## config.mk

```make
export PLATFORM = sky130hd
export DESIGN_NAME = pwm_bank
export DESIGN_NICKNAME = d
export VERILOG_FILES = /design/src/rtl/pwm_bank.sv
export SDC_FILE = /design/constraint.sdc
export NUM_CORES = 1
export LEC_CHECK = 0
export ABC_AREA = 1
export ABC_CLOCK_PERIOD_IN_PS = 2600
export CORE_AREA = 5 5 127 129
export DETAILED_ROUTE_END_ITERATION = 10
export DIE_AREA = 0 0 132 134
export PLACE_DENSITY = 0.78
export RECOVER_POWER = 50
export SYNTH_ARGS = -nofsm -noshare
export SYNTH_HDL_FRONTEND = slang
export SYNTH_HIERARCHICAL = 1
export SYNTH_SLANG_ARGS = --single-unit
```

## constraint.sdc

```tcl
create_clock -name clk -period 2.6 [get_ports clk]
set_input_delay 0.52 -clock clk [delete_from_list [all_inputs] [get_ports clk]]
set_output_delay 0.52 -clock clk [all_outputs]
set_load 0.01 [all_outputs]
```

## src/rtl/pwm_bank.sv

```systemverilog
// Multi-channel PWM: shared prescaled period counter (edge/center aligned) driving
// per-channel comparators whose duty/polarity are double-buffered and swapped at the period boundary.

module pwm_lane #(
  parameter int WIDTH = 11
) (
  input  logic             clk,
  input  logic             rst,
  input  logic             en,
  input  logic             load,
  input  logic             wr,
  input  logic [WIDTH-1:0] wr_duty,
  input  logic             wr_inv,
  input  logic [WIDTH-1:0] cnt,
  output logic             out
);

  logic [WIDTH-1:0] duty_sh_q, duty_sh_d, duty_act_q, duty_act_d;
  logic             inv_sh_q, inv_sh_d, inv_act_q, inv_act_d;
  logic             out_q, out_d;

  always_comb begin
    duty_sh_d  = duty_sh_q;
    inv_sh_d   = inv_sh_q;
    duty_act_d = duty_act_q;
    inv_act_d  = inv_act_q;
    if (wr) begin
      duty_sh_d = wr_duty;
      inv_sh_d  = wr_inv;
    end
    // Idle: active tracks the incoming write directly; running: swap only at the
    // boundary, taking the shadow as it stood before any same-cycle write.
    if (!en) begin
      duty_act_d = duty_sh_d;
      inv_act_d  = inv_sh_d;
    end else if (load) begin
      duty_act_d = duty_sh_q;
      inv_act_d  = inv_sh_q;
    end
    out_d = en ? ((cnt < duty_act_q) ^ inv_act_q) : inv_act_q;
  end

  always_ff @(posedge clk) begin
    if (rst) begin
      duty_sh_q  <= '0;
      inv_sh_q   <= 1'b0;
      duty_act_q <= '0;
      inv_act_q  <= 1'b0;
      out_q      <= 1'b0;
    end else begin
      duty_sh_q  <= duty_sh_d;
      inv_sh_q   <= inv_sh_d;
      duty_act_q <= duty_act_d;
      inv_act_q  <= inv_act_d;
      out_q      <= out_d;
    end
  end

  assign out = out_q;

endmodule

module pwm_bank #(
  parameter int NCH     = 4,
  parameter int WIDTH   = 11,
  parameter int PRESC_W = 8,
  localparam int CH_W   = (NCH > 1) ? $clog2(NCH) : 1
) (
  input  logic               clk,
  input  logic               rst,
  input  logic               en,
  input  logic               center,
  input  logic [PRESC_W-1:0] prescale,
  input  logic [WIDTH-1:0]   period,
  input  logic               wr_en,
  input  logic [CH_W-1:0]    wr_ch,
  input  logic [WIDTH-1:0]   wr_duty,
  input  logic               wr_inv,
  output logic [NCH-1:0]     out,
  output logic               period_start
);

  typedef enum logic {DIR_UP = 1'b0, DIR_DN = 1'b1} dir_t;

  logic [PRESC_W-1:0] presc_cnt_q, presc_cnt_d;
  logic [WIDTH-1:0]   cnt_q, cnt_d;
  logic [WIDTH-1:0]   per_q, per_d;
  dir_t               dir_q, dir_d;
  logic               mode_q, mode_d;
  logic               pend_q, pend_d;
  logic               ps_q, ps_d;
  logic               tick, bnd, load;

  always_comb begin
    presc_cnt_d = presc_cnt_q;
    cnt_d       = cnt_q;
    per_d       = per_q;
    dir_d       = dir_q;
    mode_d      = mode_q;
    pend_d      = 1'b0;
    ps_d        = 1'b0;
    tick        = 1'b0;
    bnd         = 1'b0;
    if (!en) begin
      presc_cnt_d = '0;
      cnt_d       = '0;
      dir_d       = DIR_UP;
      per_d       = period;
      mode_d      = center;
      // Armed so the first out value after enable is flagged as a period start.
      pend_d      = 1'b1;
    end else begin
      tick        = (presc_cnt_q == prescale);
      presc_cnt_d = tick ? '0 : presc_cnt_q + 1'b1;
      // pend marks the first cycle at cnt=0; one more flop lines the pulse up with out.
      ps_d        = pend_q;
      if (tick) begin
        if (per_q == '0) begin
          cnt_d = '0;
          dir_d = DIR_UP;
          bnd   = 1'b1;
        end else if (!mode_q) begin
          dir_d = DIR_UP;
          if (cnt_q >= per_q) begin
            cnt_d = '0;
            bnd   = 1'b1;
          end else begin
            cnt_d = cnt_q + 1'b1;
          end
        end else if (dir_q == DIR_UP) begin
          cnt_d = cnt_q + 1'b1;
          if (cnt_q == per_q - 1'b1) dir_d = DIR_DN;
        end else begin
          cnt_d = cnt_q - 1'b1;
          if (cnt_q <= 1) begin
            cnt_d = '0;
            dir_d = DIR_UP;
            bnd   = 1'b1;
          end
        end
        if (bnd) begin
          per_d  = period;
          mode_d = center;
          pend_d = 1'b1;
        end
      end
    end
  end

  always_ff @(posedge clk) begin
    if (rst) begin
      presc_cnt_q <= '0;
      cnt_q       <= '0;
      per_q       <= '0;
      dir_q       <= DIR_UP;
      mode_q      <= 1'b0;
      pend_q      <= 1'b0;
      ps_q        <= 1'b0;
    end else begin
      presc_cnt_q <= presc_cnt_d;
      cnt_q       <= cnt_d;
      per_q       <= per_d;
      dir_q       <= dir_d;
      mode_q      <= mode_d;
      pend_q      <= pend_d;
      ps_q        <= ps_d;
    end
  end

  assign load         = tick & bnd;
  assign period_start = ps_q;

  for (genvar i = 0; i < NCH; i++) begin : g_lane
    logic wr_sel;
    // Out-of-range channel indices match no lane and are dropped.
    assign wr_sel = wr_en && (wr_ch == CH_W'(i));
    pwm_lane #(.WIDTH(WIDTH)) u_lane (
      .clk    (clk),
      .rst    (rst),
      .en     (en),
      .load   (load),
      .wr     (wr_sel),
      .wr_duty(wr_duty),
      .wr_inv (wr_inv),
      .cnt    (cnt_q),
      .out    (out[i])
    );
  end

endmodule

```

==> out/metrics.yaml, run 1 <==
final_util: 0.633
tns_ns: 0
p_int_mw: 4.21
max-cap-violations: 0
clkSinkCount: 134
drv_slew: 0
comb_power_share: 0.159
h-tree-depth: 4
synth_area_leaders: "dfxtp_1, inv_1, ha_1"
status: "completed"
clockPowerShare: 0.453
setup-violations-final: 0
final_common_cell: "inv_1"
post-route-drc-count: 0
routed_wl_mm: 20.5
synth_flop_cell: "dfxtp_1"
synth_top_area_cell: "dfxtp_1"
reg2reg_to: "g_lane[0].u_lane/duty_act_q[1]"
endpoint_kind: "flop"
grtUsageMet1: 0.292
fmax_ghz: 0.401
crit_type: "flop to flop"
hold_viol_final: 0
rrSetupSlack_ns: 0.11
gp_congestion: 0.896
root_buffer: "clkbuf_16"
synth_edf_count: 0
die_w_um: 132
met2_usage: 0.374
grt_util_met3: 0.0428
post_dp_cell_area_um2: 8720
postSynthRegisterBits: 134
drive_above_1_share: 0.140
r2r_cells: 12
cts_tree: "built"
ant_nets: 0
max_slew_margin: 0.525
period_needed_ns: 2.49
dp_hpwl_mm: 13.8
busiest_layer: "met2"
holdWs_ns: 0.445
coreArea_um2: 14900
syn_inst: 1100
finClkSkew_ns: 0.00757
fin_area_um2: 9450
peakVddDrop_mv: 0.472
io_buffer_count: 42
wl_per_cell_um: 15.0
critical_path.endpoint: "g_lane[0].u_lane/duty_act_q[1]"
startpoint_type: "flop"
cts_buffers: 17
p_total_mw: 5.69
crit_fanout: 12
initial_core_util: 0.538
netlist-cell-type-count: 44
die-area_um2: 17700
reg2reg_from: "cnt_q[1]"
antenna_found_initial: 0
synth_top_area_share: 0.334
die-height_um: 134
track_usage: 0.229
dr.pass1.iters: 5
seq_area_frac_synth: 0.334
fp-row-count: 45
pwr-share-seq: 0.388
finalCritPeriodShare: 0.959
worst_pin_slew_ns: 0.711
yosys_warnings: 6
crit_required_ns: 2.91
grt_first_pass_wirelength_mm: 33.0
clock_path_buffers: 2
worstPathArrival_ns: 2.80
hold_path_class: "flop to flop"
clock_latency_ns: 0.42
power_density_nw_per_um2: 602
first_iter_violations: 577
num_vias: 7298
vias_per_cell: 5.36
syn_area_um2: 8020
async_flop_share: 0
gr-total-overflow: 0
first_global_vias: 6856
switchingPower_mw: 1.48
most-common-layout-cells: "inv_1, nand2_1, dfxtp_1, nor2_1, nand3_1"
power_leakage_nw: 4.35
clk_pin_slew_ns: 0.06
fin_nets: 1256
synthToLayoutAreaGrowth_pct: 17.8
crit_path_start: "cnt_q[1]"
syn_nets: 1194
switching_share: 0.260
ios: 43
grt_max_degree: 52
n_antenna_cell: 0
syn_area_per_cell_um2: 7.29
[worst min path at each step]
stage | slack, ns | cells after the start | endpoint | startpoint
floorplan | 0.39 | 2 | period_start | pend_q
global placement | 0.43 | 2 | period_start | pend_q
detailed placement | 0.43 | 2 | period_start | pend_q
CTS | 0.44 | 2 | period_start | pend_q
global route | 0.47 | 2 | period_start | pend_q
finish | 0.44 | 2 | period_start | pend_q
[routing by layer]
layer / wire length [µm] / up-vias / part of all wire
met2: 9500 / 252 / 0.46
met5: 0 / - / 0
met1: 8770 / 3278 / 0.43
met3: 1360 / 55 / 0.066
met4: 835 / 0 / 0.041
li1: - / 3713 / -
[cells by family (layout without fill, tap and decap cells)]
group           Yosys count  count (layout)  share of synthesized area
buf+inv                 249             322                      0.138
compound gates          261             261                      0.207
flops                   134             134                      0.334
simple gates            377             378                      0.207
xor+xnor                 23              23                     0.0268
fa+ha+maj                56              56                     0.0873
[layout make-up]
| type | instances | area, µm² |
|---|---|---|
| fillers | 1259 | 5470 |
| multi-input cells | 718 | 4330 |
| flip-flops and latches | 134 | 2690 |
| inverters | 209 | 790 |
| repair buffers | 82 | 779 |
| clock buffers | 23 | 488 |
| well taps | 188 | 235 |
| clock inverters | 8 | 145 |
[state kept, by name, summed over array words and instances, names as in the netlist]
signal and flops:
cnt_q 11, dir_q 1, g_lane.u_lane/duty_act_q 44, g_lane.u_lane/duty_sh_q 44
g_lane.u_lane/inv_act_q 4, g_lane.u_lane/inv_sh_q 4, g_lane.u_lane/out 4, mode_q 1
pend_q 1, per_q 11, period_start 1, presc_cnt_q 8
[cells in the mapped netlist, types with 2 or more instances]
cell and n:
a21oi_1 71, o22ai_1 15, nor2_4 2, a21oi_2 13, nor3_1 11, o21ai_2 27
nand2_2 4, nand3_1 81, inv_1 188, clkinv_1 3, dlymetal6s2s_1 3, nand4_1 3
nand2_1 169, buf_2 13, o21ai_0 36, buf_6 6, xnor2_1 10, clkbuf_1 2
a22o_1 48, or2_4 4, xor2_1 12, buf_4 13, nand2_4 2, o21ai_1 47
a21o_1 2, dfxtp_1 134, inv_2 17, ha_1 56, nor2_1 88, or2_2 2
nor2_2 5
[through the flow]
step | setup slack, ns | std cells
floorplan | 0.0696 | 1100
global placement | 0.0185 | 1328
detailed placement | -0.0753 | 1328
CTS | 0.0146 | 1359
global route | -0.0122 | 1362
finish | 0.106 | 1362
[power by group through the flow]
| stage | Combinational (mW) | Sequential (mW) | Clock, mW |
|---|---|---|---|
| 2_1_floorplan | 0.634 | 2.25 | 0 |
| 3_3_place_gp | 0.851 | 2.25 | 0 |
| 3_5_place_dp | 0.869 | 2.25 | 0 |
| 4_1_cts | 0.885 | 2.21 | 2.61 |
| 5_1_grt | 1.00 | 2.22 | 2.71 |
| 6_report | 0.904 | 2.21 | 2.58 |
[repair_timing]
item / 4_1_cts / 5_1_grt
buffers inserted: 0 / 1
resized for setup: 0 / 19
hold buffers: 0 / 0
setup endpoints to repair: 0 / 48
[critical path, stage by stage, from the launching register on]
cell and delay [ns]:
dfxtp_1 0.35, inv_1 0.18, ha_1 0.18, inv_1 0.04, a21oi_1 0.33, nand4_2 0.22
nand2_2 0.14, nand2_2 0.08, nor2_4 0.14, buf_12 0.16, or2_4 0.26, o22ai_1 0.10
a22o_1 0.19
(Power assumes the default switching activity.)
==> inputs of run 2 (changes only) <==
MAX_ROUTING_LAYER = met4   (was unset)
==> run 2 against run 1 <==
  * Worst setup slack lost 0.031 ns
  * Flip-flop and latch count did not move
  * Critical path depth is the same
  * Sequential share of layout area shrank 0.19 points
  * Highest routed layer unchanged
  * Design area grew 0.69%
  * Largest power group unchanged
  * Worst hold slack worse by 0.0021 ns
  * Clock skew rose by 0.0022 ns
==> out/metrics.yaml, run 2 (synthesis results as in run 1) <==
status: "completed"
most-common-layout-cells: "inv_1, nand2_1, dfxtp_1, nor2_1, nand3_1"
dp_hpwl_mm: 13.8  # unchanged
crit_fanout: 12  # unchanged
gr-total-overflow: 0  # unchanged
h-tree-depth: 4  # unchanged
post_dp_cell_area_um2: 8720  # unchanged
die-area_um2: 17700  # unchanged
synthToLayoutAreaGrowth_pct: 18.6
dr.pass1.iters: 5  # unchanged
ant_nets: 0  # unchanged
routed_wl_mm: 20.7  # +1.1%
drv_slew: 0  # unchanged
crit_type: "flop to flop"
worst_slack_ns: 0.0753  # -0.0307 ns
startpoint_type: "flop"
wl_per_cell_um: 15.2  # +0.84%
initial_core_util: 0.538  # unchanged
endpoint_kind: "flop"
period_needed_ns: 2.52  # +0.0307 ns
pwr-share-seq: 0.388  # about the same
n_antenna_cell: 0  # unchanged
worst_pin_slew_ns: 0.729  # +0.0177 ns
hold_viol_final: 0  # unchanged
finClkSkew_ns: 0.00980  # +0.00223 ns
cts_tree: "built"
max-cap-violations: 0  # unchanged
hold_path_class: "flop to flop"
final_common_cell: "inv_1"
die-height_um: 134  # unchanged
grt_max_degree: 52  # unchanged
vias_per_cell: 5.39  # +0.59%
track_usage: 0.236  # +0.00666
fp-row-count: 45  # unchanged
io_buffer_count: 42  # unchanged
reg_top3: "g_lane.u_lane/duty_act_q (44), g_lane.u_lane/duty_sh_q (44)"
fin_area_um2: 9520  # +0.69%
cts_buffers: 17  # unchanged
grt_first_pass_wirelength_mm: 33.0  # about the same
p_int_mw: 4.22  # about the same
clock_latency_ns: 0.43  # about the same
dp_slack_ns: -0.0753  # unchanged
clock_path_buffers: 2  # unchanged
peakVddDrop_mv: 0.473  # +0.19%
clkSinkCount: 134  # unchanged
fmax_ghz: 0.396  # -1.2%
cpPeakStageDelay_ns: 0.39  # +0.04 ns
first_global_vias: 6863  # +0.10%
p_total_mw: 5.71  # +0.19%
root_buffer: "clkbuf_16"
first_iter_violations: 593  # +2.8%
fin_nets: 1259  # +0.24%
power_density_nw_per_um2: 599  # -0.49%
clk_pin_slew_ns: 0.06  # about the same
antenna_found_initial: 0  # unchanged
comb_power_share: 0.160  # about the same
die_w_um: 132  # unchanged
post-route-drc-count: 0  # unchanged
clockPowerShare: 0.453  # about the same
crit_required_ns: 2.92  # about the same
switching_share: 0.261  # +0.000870
finalCritPeriodShare: 0.971  # +0.0118
cp_slowest_cell: "a21oi_1"
power_leakage_nw: 4.38  # +0.87%
gp_congestion: 0.911  # +1.7%
switchingPower_mw: 1.49  # +0.53%
num_vias: 7357  # +0.81%
coreArea_um2: 14900  # unchanged
crit_chain: "inv_1, ha_1, inv_1, a21oi_1, nand4_4, nand2_4, nand2_4, nor2_4, buf_12, or2_4, o22ai_1, a22o_1"
worstPathArrival_ns: 2.84  # +0.04 ns
drive_above_1_share: 0.144  # +0.00389
setup-violations-final: 0  # unchanged
max_slew_margin: 0.514  # -0.0118
ios: 43  # unchanged
tns_ns: 0  # unchanged
-- run 2: cell count changes in the layout (fill, tap and decap cells not counted), sizes merged --
cell | previous run | this run
or2 | 7 | 8
dlygate4sd3 | 7 | 6
buf | 38 | 40
clkdlybuf4s50 | 34 | 35
-- run 2: worst paths after layout --
path | from | end | slack [ns] | cells past startpoint
worst max-delay path | cnt_q[1] | g_lane[0].u_lane/duty_act_q[0] | 0.08 | 12
worst min-delay path | pend_q | period_start | 0.44 | 2
worst max register to register | cnt_q[1] | g_lane[0].u_lane/duty_act_q[0] | 0.08 | 12
worst min register to register | pend_q | period_start | 0.44 | 2
-- run 2: layer usage --
| metal | vias up | track usage | share of wire | wire length, µm |
|---|---|---|---|---|
| li1 | 3717 | - | - | - |
| met1 | 3333 | 0.291 | 0.43 | 8930 |
| met2 | 246 | 0.375 | 0.46 | 9590 |
| met3 | 61 | 0.0428 | 0.062 | 1290 |
| met4 | 0 | 0.115 | 0.042 | 877 |
| met5 | - | - | 0 | 0 |
-- run 2: power by group through the flow --
stage          combinational, mW  sequential (mW)  clock [mW]
6_report                   0.912             2.21        2.58
5_1_grt                     1.01             2.22        2.71
4_1_cts                    0.885             2.21        2.61
3_5_place_dp               0.869             2.25           0
3_3_place_gp               0.851             2.25           0
2_1_floorplan              0.634             2.25           0
-- run 2: timing repair --
item,in CTS,in global routing
setup endpoints to repair,0,48
hold buffers,0,0
resized for setup,0,23
setup buffers,0,2
-- run 2: critical path: cells and delay by family (launching register included) --
| kind | cells | cell delay, ns |
|---|---|---|
| AO/OA/AOI/OAI | 3 | 0.69 |
| adder cells (fa/ha/maj) | 1 | 0.18 |
| buffers and inverters | 3 | 0.38 |
| flip-flops | 1 | 0.35 |
| AND/OR/NAND/NOR | 5 | 0.81 |
-- run 2: final cells by class --
cell class / count / area (µm²)
sequential: 134 / 2690
timing repair buffer: 84 / 820
clock inverter: 8 / 145
clock buffer: 23 / 488
inverter: 209 / 790
tap: 188 / 235
fill: 1244 / 5400
multi-input combinational: 719 / 4350
-- run 2: stage by stage --
stage | utilization | instances | hold slack, ns
after global placement | 0.584 | 1328 | 0.433
final | 0.638 | 1365 | 0.443
after global routing | 0.638 | 1365 | 0.469
after floorplan | - | 1100 | 0.394
after CTS | 0.627 | 1359 | 0.444
after detailed placement | 0.584 | 1328 | 0.435
